**src/rtl/uart_rx_ctrl_if.sv**
```systemverilog
// Bus bundle between the UART receive control block and its surroundings:
// serial-line tap, receiver data strobe, host config, parity outputs,
// FIFO read port and status.
interface uart_rx_ctrl_if #(
  parameter int DEPTH = 4
);
  localparam int LW = $clog2(DEPTH) + 1;

  logic          RX_IN;
  logic          data_valid;
  logic [7:0]    P_DATA;
  logic          cfg_wr;
  logic          cfg_par_en;
  logic          cfg_par_typ;
  logic          PAR_EN;
  logic          PAR_TYP;
  logic          cfg_pending;
  logic          busy;
  logic          rd_valid;
  logic          rd_ready;
  logic [7:0]    rd_data;
  logic [LW-1:0] fifo_level;
  logic          ovf;
  logic          ovf_clr;
  logic [7:0]    frm_to_cnt;

  // Control block side
  modport slave (
    input  RX_IN, data_valid, P_DATA, cfg_wr, cfg_par_en, cfg_par_typ,
           rd_ready, ovf_clr,
    output PAR_EN, PAR_TYP, cfg_pending, busy, rd_valid, rd_data,
           fifo_level, ovf, frm_to_cnt
  );

  // Receiver / host / consumer side
  modport master (
    output RX_IN, data_valid, P_DATA, cfg_wr, cfg_par_en, cfg_par_typ,
           rd_ready, ovf_clr,
    input  PAR_EN, PAR_TYP, cfg_pending, busy, rd_valid, rd_data,
           fifo_level, ovf, frm_to_cnt
  );
endinterface

```
**src/rtl/uart_rx_ctrl.sv**
```systemverilog
// UART receive control: frame activity tracking with timeout, between-frame
// application of parity configuration, and a show-ahead byte FIFO with
// sticky overflow flag.
module uart_rx_ctrl #(
  parameter int DEPTH    = 4,
  parameter int FRAME_TO = 96,
  parameter int TO_W     = 7
) (
  input  logic          CLK,
  input  logic          RST,
  uart_rx_ctrl_if.slave bus
);

  localparam int AW = $clog2(DEPTH);
  localparam int LW = AW + 1;

  typedef enum logic {IDLE = 1'b0, ACTIVE = 1'b1} state_t;

  state_t          state;
  state_t          state_n;
  logic            rx_q;
  logic [TO_W-1:0] timer;
  logic            timeout_hit;
  logic            start_edge;

  logic            sh_en;
  logic            sh_typ;
  logic            pending;
  logic            par_en;
  logic            par_typ;
  logic            apply;

  logic [7:0]      mem [DEPTH];
  logic [AW-1:0]   wr_ptr;
  logic [AW-1:0]   rd_ptr;
  logic [LW-1:0]   count;
  logic            full;
  logic            push_ok;
  logic            pop_ok;
  logic            ovf_q;
  logic [7:0]      to_cnt;

  assign start_edge = rx_q & ~bus.RX_IN;
  // A start edge is excluded so parity never changes on the cycle a frame begins.
  assign apply      = (state == IDLE) & pending & bus.RX_IN & ~start_edge;

  assign full    = (count == LW'(DEPTH));
  assign pop_ok  = bus.rd_ready & (count != '0);
  // When full, a push is only accepted if a pop frees the slot this cycle.
  assign push_ok = bus.data_valid & (~full | pop_ok);

  // Line sampler: one register stage on the serial input for edge detection
  always_ff @(posedge CLK or posedge RST) begin
    if (RST) rx_q <= 1'b1;
    else     rx_q <= bus.RX_IN;
  end

  // Frame FSM state register
  always_ff @(posedge CLK or posedge RST) begin
    if (RST) state <= IDLE;
    else     state <= state_n;
  end

  // Frame FSM next-state: a received byte ends the frame ahead of a coincident timeout
  always_comb begin
    state_n     = state;
    timeout_hit = 1'b0;
    case (state)
      IDLE: begin
        if (start_edge) state_n = ACTIVE;
      end
      ACTIVE: begin
        if (bus.data_valid) begin
          state_n = IDLE;
        end else if (timer == TO_W'(FRAME_TO - 1)) begin
          state_n     = IDLE;
          timeout_hit = 1'b1;
        end
      end
      default: state_n = IDLE;
    endcase
  end

  // Frame timer: held at zero while idle so each frame starts counting from 0
  always_ff @(posedge CLK or posedge RST) begin
    if (RST)                timer <= '0;
    else if (state == IDLE) timer <= '0;
    else                    timer <= timer + 1'b1;
  end

  // Saturating count of abandoned frames
  always_ff @(posedge CLK or posedge RST) begin
    if (RST)                             to_cnt <= '0;
    else if (timeout_hit && to_cnt != 8'hFF) to_cnt <= to_cnt + 8'd1;
  end

  // Config shadow: last host write wins; a write during an apply stays pending
  always_ff @(posedge CLK or posedge RST) begin
    if (RST) begin
      sh_en   <= 1'b0;
      sh_typ  <= 1'b0;
      pending <= 1'b0;
    end else begin
      if (bus.cfg_wr) begin
        sh_en   <= bus.cfg_par_en;
        sh_typ  <= bus.cfg_par_typ;
        pending <= 1'b1;
      end else if (apply) begin
        pending <= 1'b0;
      end
    end
  end

  // Applied parity config: moves only between frames with the line idle
  always_ff @(posedge CLK or posedge RST) begin
    if (RST) begin
      par_en  <= 1'b0;
      par_typ <= 1'b0;
    end else if (apply) begin
      par_en  <= sh_en;
      par_typ <= sh_typ;
    end
  end

  // FIFO storage and pointers; pointer width wraps naturally at DEPTH
  always_ff @(posedge CLK or posedge RST) begin
    if (RST) begin
      for (int i = 0; i < DEPTH; i++) mem[i] <= '0;
      wr_ptr <= '0;
      rd_ptr <= '0;
    end else begin
      if (push_ok) begin
        mem[wr_ptr] <= bus.P_DATA;
        wr_ptr      <= wr_ptr + 1'b1;
      end
      if (pop_ok) rd_ptr <= rd_ptr + 1'b1;
    end
  end

  // FIFO occupancy
  always_ff @(posedge CLK or posedge RST) begin
    if (RST) begin
      count <= '0;
    end else begin
      case ({push_ok, pop_ok})
        2'b10:   count <= count + 1'b1;
        2'b01:   count <= count - 1'b1;
        default: count <= count;
      endcase
    end
  end

  // Sticky overflow: a new overflow beats a simultaneous clear
  always_ff @(posedge CLK or posedge RST) begin
    if (RST)                           ovf_q <= 1'b0;
    else if (bus.data_valid && !push_ok) ovf_q <= 1'b1;
    else if (bus.ovf_clr)              ovf_q <= 1'b0;
  end

  assign bus.PAR_EN      = par_en;
  assign bus.PAR_TYP     = par_typ;
  assign bus.cfg_pending = pending;
  assign bus.busy        = (state == ACTIVE);
  assign bus.rd_valid    = (count != '0);
  assign bus.rd_data     = mem[rd_ptr];
  assign bus.fifo_level  = count;
  assign bus.ovf         = ovf_q;
  assign bus.frm_to_cnt  = to_cnt;

endmodule

```
**src/flat_wrapper.sv**
```systemverilog
// flat-port wrapper written by rule: the top's interface ports become plain ports
module uart_rx_ctrl_flat 
#(
  parameter int DEPTH    = 4,
  parameter int FRAME_TO = 96,
  parameter int TO_W     = 7
)
  (CLK, RST, bus_RX_IN, bus_data_valid, bus_P_DATA, bus_cfg_wr, bus_cfg_par_en, bus_cfg_par_typ, bus_rd_ready, bus_ovf_clr, bus_PAR_EN, bus_PAR_TYP, bus_cfg_pending, bus_busy, bus_rd_valid, bus_rd_data, bus_fifo_level, bus_ovf, bus_frm_to_cnt);
  uart_rx_ctrl_if #(.DEPTH(DEPTH)) bus_i ();
  input  logic CLK;
  input  logic RST;
  input wire logic [$bits(bus_i.RX_IN)-1:0] bus_RX_IN;
  input wire logic [$bits(bus_i.data_valid)-1:0] bus_data_valid;
  input wire logic [$bits(bus_i.P_DATA)-1:0] bus_P_DATA;
  input wire logic [$bits(bus_i.cfg_wr)-1:0] bus_cfg_wr;
  input wire logic [$bits(bus_i.cfg_par_en)-1:0] bus_cfg_par_en;
  input wire logic [$bits(bus_i.cfg_par_typ)-1:0] bus_cfg_par_typ;
  input wire logic [$bits(bus_i.rd_ready)-1:0] bus_rd_ready;
  input wire logic [$bits(bus_i.ovf_clr)-1:0] bus_ovf_clr;
  output wire logic [$bits(bus_i.PAR_EN)-1:0] bus_PAR_EN;
  output wire logic [$bits(bus_i.PAR_TYP)-1:0] bus_PAR_TYP;
  output wire logic [$bits(bus_i.cfg_pending)-1:0] bus_cfg_pending;
  output wire logic [$bits(bus_i.busy)-1:0] bus_busy;
  output wire logic [$bits(bus_i.rd_valid)-1:0] bus_rd_valid;
  output wire logic [$bits(bus_i.rd_data)-1:0] bus_rd_data;
  output wire logic [$bits(bus_i.fifo_level)-1:0] bus_fifo_level;
  output wire logic [$bits(bus_i.ovf)-1:0] bus_ovf;
  output wire logic [$bits(bus_i.frm_to_cnt)-1:0] bus_frm_to_cnt;
  assign bus_i.RX_IN = bus_RX_IN;
  assign bus_i.data_valid = bus_data_valid;
  assign bus_i.P_DATA = bus_P_DATA;
  assign bus_i.cfg_wr = bus_cfg_wr;
  assign bus_i.cfg_par_en = bus_cfg_par_en;
  assign bus_i.cfg_par_typ = bus_cfg_par_typ;
  assign bus_i.rd_ready = bus_rd_ready;
  assign bus_i.ovf_clr = bus_ovf_clr;
  assign bus_PAR_EN = bus_i.PAR_EN;
  assign bus_PAR_TYP = bus_i.PAR_TYP;
  assign bus_cfg_pending = bus_i.cfg_pending;
  assign bus_busy = bus_i.busy;
  assign bus_rd_valid = bus_i.rd_valid;
  assign bus_rd_data = bus_i.rd_data;
  assign bus_fifo_level = bus_i.fifo_level;
  assign bus_ovf = bus_i.ovf;
  assign bus_frm_to_cnt = bus_i.frm_to_cnt;
  uart_rx_ctrl #(.DEPTH(DEPTH), .FRAME_TO(FRAME_TO), .TO_W(TO_W)) u_core (.CLK(CLK), .RST(RST), .bus(bus_i));
endmodule
```
**config.mk**
```make
export PLATFORM = sky130hd
export DESIGN_NAME = uart_rx_ctrl_flat
export DESIGN_NICKNAME = d
export VERILOG_FILES = /design/src/rtl/uart_rx_ctrl_if.sv /design/src/rtl/uart_rx_ctrl.sv /design/src/flat_wrapper.sv
export SDC_FILE = /design/constraint.sdc
export NUM_CORES = 1
export LEC_CHECK = 0
export ABC_AREA = 1
export CORE_AREA = 2 2 78 80
export CTS_CLUSTER_DIAMETER = 50
export CTS_CLUSTER_SIZE = 30
export DETAILED_ROUTE_END_ITERATION = 10
export DIE_AREA = 0 0 80 82
export GPL_TIMING_DRIVEN = 1
export PLACE_DENSITY = 0.77
export SLEW_MARGIN = 20
export SYNTH_ARGS = -nofsm -noshare
export SYNTH_HDL_FRONTEND = slang
export SYNTH_SLANG_ARGS = --single-unit
```
**constraint.sdc**
```tcl
create_clock -name CLK -period 2.9 [get_ports CLK]
set_input_delay 0.435 -clock CLK [delete_from_list [all_inputs] [get_ports CLK]]
set_output_delay 0.435 -clock CLK [all_outputs]
set_load 0.02 [all_outputs]
```
# After elaboration in Yosys (flattened, before gate mapping)
# Index checks and enable logic that the tools add are counted.
# op_classes
add_sub_neg,6
n_reduce_logical,8
order_cmp,3
div_mod_pow,0
shift,0
n_mux,19
eq_ne,5
multipliers,0
bitwise_logic,13
# op_table
operator,n
32-bit bitwise mux,1
8-bit 2-to-1 mux,3
8-bit binary-select mux with 2-bit select,1
8-bit demux with 2-bit select,1
1-bit 2-to-1 mux,10
8-bit by 1-bit adder with 8-bit output (second input constant),1
8-bit inequality test (second input constant),1
7-bit by 1-bit adder with 7-bit output (second input constant),1
7-bit == test (second input constant),1
7-bit 2-to-1 mux,1
1-bit AND,6
3-bit >= comparator (second input constant),2
2-bit inverter with 3-bit output,2
3-bit case mux with 2 select lines,1
2-bit nonzero test,3
2-bit by 1-bit adder with 2-bit output (second input constant),2
1-bit inverter,4
3-bit by 1-bit adder with 3-bit output (second input constant),1
3-bit == test (second input constant),1
1-bit logical AND,3
3-bit by 1-bit < comparator with 1-bit output (second input constant),1
3-bit nonzero test,1
3-bit by 1-bit subtractor with 3-bit output (second input constant),1
2-bit by 1-bit == test with 1-bit output (second input constant),1
other kinds (4),4
# totals
regBits,62
romBits,0
elab_cells,71
inputBits,17
ramBits,0
output_inout_bits,25
memories,0
latch_bits,0

# Depth between registers and ports, before layout
# logic_depth
depth_word,7
depth_mapped,10

# Worst setup path before layout
# OpenSTA, ideal clock, no wires.
# synth_path
kind,register to register
start,reg u_core.count[1] (netlist: u_core.bus.fifo_level[1])
end,reg u_core.count[2] (netlist: u_core.bus.fifo_level[2])
n_path_buf,1
path_slack_ns,0.888
setup_ns,0.131
t_arrival_ns,1.881
path_stages_with_launch,11
synth_period_minus_slack_ns,2.012
required_ns,2.769
cell_sequence,dfrtp_1 nor2_2 nand3_2 nand2_4 buf_6 ha_1 inv_1 fa_1 a21oi_1 o21ai_0 xor2_1
# synth_between
elab_chain_cells,6
word_cells_on_any_way,12
# synth_lines
element,line,source
from (decl),uart_rx_ctrl.sv:36,logic [LW-1:0] count;
from (signal assigned),uart_rx_ctrl.sv:146,2'b10: count <= count + 1'b1;
from (signal assigned),uart_rx_ctrl.sv:147,2'b01: count <= count - 1'b1;
from (signal assigned),uart_rx_ctrl.sv:148,default: count <= count;
3-bit nonzero test or 3-bit == test (tied branches),"uart_rx_ctrl.sv:48, uart_rx_ctrl.sv:47",
1-bit AND or 1-bit inverter (tied branches),"uart_rx_ctrl.sv:48, uart_rx_ctrl.sv:50",
1-bit bitwise OR,uart_rx_ctrl.sv:50,assign push_ok = bus.data_valid & (~full | pop_ok);
1-bit AND,uart_rx_ctrl.sv:50,
2-bit by 1-bit == test with 1-bit output or 2-bit == test (tied branches),uart_rx_ctrl.sv:145,"case ({push_ok, pop_ok})"
3-bit case mux with 2 select lines or 2-bit nonzero test (tied branches),-,
# Parallel ways exist; a longest one is shown, timed or not.
# A chain may end at the register's enable or synchronous reset.

# Worst setup path in the final report
# layout_path
start,reg u_core.rd_ptr[1]
end,out bus_rd_data[6]
# layout_between
elab_chain_cells,4
# layout_lines
element,line,source
from (decl),uart_rx_ctrl.sv:35,logic [AW-1:0] rd_ptr;
from (signal assigned),uart_rx_ctrl.sv:136,if (pop_ok) rd_ptr <= rd_ptr + 1'b1;
2-bit inverter with 3-bit output (not written as such),uart_rx_ctrl.sv:165,assign bus.rd_data = mem[rd_ptr];
8-bit binary-select mux with 2-bit select,uart_rx_ctrl.sv:165,
8-bit 2-to-1 mux (not written as such) (2 in a row),uart_rx_ctrl.sv:165,
to (decl),flat_wrapper.sv:25,output wire logic [$bits(bus_i.rd_data)-1:0] bus_rd_data;
# Every way passes these cells. The select of a mux whose other input is x is not followed.

==> flow_summary.toml <==
[status]
status = "finished clean"

[placement]
placed_area_um2 = 3570
dp_hpwl_um = 4220
dpl.cell_count = 471
gp_congestion = 0.810
io_buffers = 41

[setup_path]
crit_path_end_kind = "output port"
r2r-end = "u_core.bus.fifo_level[2]"
cp-start-kind = "flop"
r2r-start = "u_core.bus.fifo_level[2]"
critical_path.max_fanout = 9
crit_type = "flop to output port"
cp_top_family = "buffers and inverters"
arrival_ps = 2100
r2r_slack_ps = 910
worstPathCellList = "inv_1 -> o21ai_0 -> o22ai_1 -> clkdlybuf4s50_1"
worst_path_largest_cell_delay_ps = 640
reg2reg_depth = 8
cp_slowest_cell = "clkdlybuf4s50_1"
crit_buf_inv = 2
required_ps = 2470

[clock_tree]
postCtsSetupBuffers = 0
clock-root-buffer = "clkbuf_8"
post_cts_resized = 0
cts_tree = "yes"
clock_path_buffers = 2
ctsHoldBuffers = 0
cts.sinks = 62
cts_buffers = 9
clk_latency_ps = 330
clkTransAtPathRegs_ps = 70
htreeDepth = 3

[layout]
num-nets-final = 432
multi_input_area_um2 = 1350
postLayoutCellArea_um2 = 3770
final_cells = 487
n_fill_cell = 512
num_antenna_cells = 0
final_common_cell = "nand2_1"
final_core_util = 0.657
area_delta_synth_final_pct = 22.1
drive_gt1_frac = 0.0898
final_cell_mix = "98 x nand2_1, 61 x dfrtp_1, 58 x o21ai_0, 41 x clkdlybuf4s50_1, 35 x inv_1"
regArea_um2 = 1550

[die]
num_rows = 28
die-area_um2 = 6560
pin_count = 42
fp.dieW_um = 80
die_y_um = 82
initial_core_util = 0.538
core_area_um2 = 5750

[grt]
grt_antenna_before_repair = 0
track_usage = 0.218
grt_max_degree = 59
grt.overflow.total = 0
grt_pass1_wl_um = 10800
grt_pass1_vias = 2358

[detailed_routing]
finalWirelength_um = 6400
met1Wirelength_um = 2840
drc = 0
wl_per_cell_um = 13.1
wl_met2_um = 3150
first_pass_iters = 4
dr.max_layer_used = "met4"
wl_met3_um = 361
ant_nets = 0
viasPerCell = 5.16
dr_total_vias = 2513
drtIter0Drc = 120

[run]
cap_violations = 0

[sta]
slew_headroom = 0.663
fin_crit_sh = 0.873
fmax_ghz = 0.395
clock_skew_ps = 7.04
hold_viol = 0
fin_crit_ps = 2530
whs_ps = 295
final_max_slew_viol_count = 0
setup_viol = 0
rsz0062_at_grt = "false"
worst_pin_slew_ps = 505
fin_setup_tns_ps = 0

[power]
leakage_nw = 1.83
power_density_nw_per_um2 = 938
ir_drop_mv = 0.533

[synthesis]
synth-seq-cells = 62
synth_top_flop_cell = "dfrtp_1"
syn_inst = 359
synth_edf_count = 0
yosysWarnings = 0
netlist_area_um2 = 3090
synth-seq-area-share = 0.502
synth.distinct_cells = 26
async_flop_share = 1.00
synth_nets = 384
syn_avg_cell_area_um2 = 8.61

[worst_hold_path]
min_path_type = "primary input to asynchronous set/reset pin"
[cells in the mapped netlist, types with 3 or more instances]
cell type | n | share of area
ha_1 | 7 | 0.028
nand2_2 | 4 | 0.0081
xor2_1 | 5 | 0.014
xnor2_1 | 3 | 0.0085
nand2_1 | 98 | 0.12
o21ai_0 | 58 | 0.094
nor2_8 | 4 | 0.026
dfrtp_1 | 61 | 0.49
nor2_1 | 32 | 0.039
buf_2 | 5 | 0.0081
inv_1 | 36 | 0.044
nand3_1 | 14 | 0.023
a21oi_1 | 7 | 0.011
o22ai_1 | 10 | 0.020
[final cells by class]
type / count / area share
clock inverters: 4 / 0.0119
multi-input cells: 254 / 0.357
flip-flops and latches: 62 / 0.411
inverters: 36 / 0.0358
repair buffers: 44 / 0.118
well taps: 75 / 0.0249
clock buffers: 12 / 0.0411
[worst max path at each step]
stage | startpoint | end | slack (ps) | cells after the start
3_5_place_dp | bus_rd_ready | u_core.bus.fifo_level[2] | 520 | 9
2_1_floorplan | u_core.bus.fifo_level[1] | u_core.bus.fifo_level[2] | 890 | 10
5_1_grt | u_core.rd_ptr[1] | bus_rd_data[6] | 230 | 4
6_report | u_core.rd_ptr[1] | bus_rd_data[6] | 370 | 4
4_1_cts | u_core.rd_ptr[1] | bus_rd_data[6] | 350 | 4
3_3_place_gp | bus_rd_ready | u_core.bus.fifo_level[2] | 590 | 9
[metal layers]
metal | global-route usage | up-vias
met1 | 0.288 | 1188
met5 | 0 | -
met2 | 0.351 | 67
met4 | 0.0847 | 0
li1 | - | 1252
met3 | 0.0527 | 6
[state kept, by name (all words and copies together) (netlist names)]
| name | count |
|---|---|
| u_core.rd_ptr | 2 |
| u_core.timer | 7 |
| u_core.bus.frm_to_cnt | 8 |
| u_core.bus.PAR_TYP | 1 |
| u_core.rx_q | 1 |
| u_core.bus.cfg_pending | 1 |
| u_core.mem | 32 |
| u_core.bus.PAR_EN | 1 |
| u_core.bus.ovf | 1 |
| u_core.sh_typ | 1 |
| u_core.bus.fifo_level | 3 |
| u_core.sh_en | 1 |
| u_core.wr_ptr | 2 |
| u_core.bus.busy | 1 |
[worst reg2reg max path, delay by kind of cell (launching register included)]
kind | cells | cell delay (ps)
buffers and inverters | 2 | 170
adders and majority gates | 2 | 570
AOI/OAI and AO/OA | 3 | 580
DFF | 1 | 400
xor gates and xnor gates | 1 | 150
[through the flow]
step | power (W) | setup WS (ps)
global placement | 0.00276 | 592
global route | 0.00380 | 228
finish | 0.00354 | 367
floorplan | 0.00224 | 888
CTS | 0.00357 | 354
detailed placement | 0.00280 | 517
[cells by family after synthesis]
kind of cell    share of synthesized area
flops                               0.502
buf+inv                            0.0619
fa+ha+maj                          0.0348
simple gates                        0.251
xor+xnor                           0.0227
compound gates                      0.128
[report_power, final]
group	total [W]	switching, W	internal [W]
Sequential	0.00130	0.000161	0.00114
Combinational	0.00148	0.000900	0.000581
Clock	0.000757	0.000317	0.000440
No activity file was read; power rests on OpenSTA's default activity.
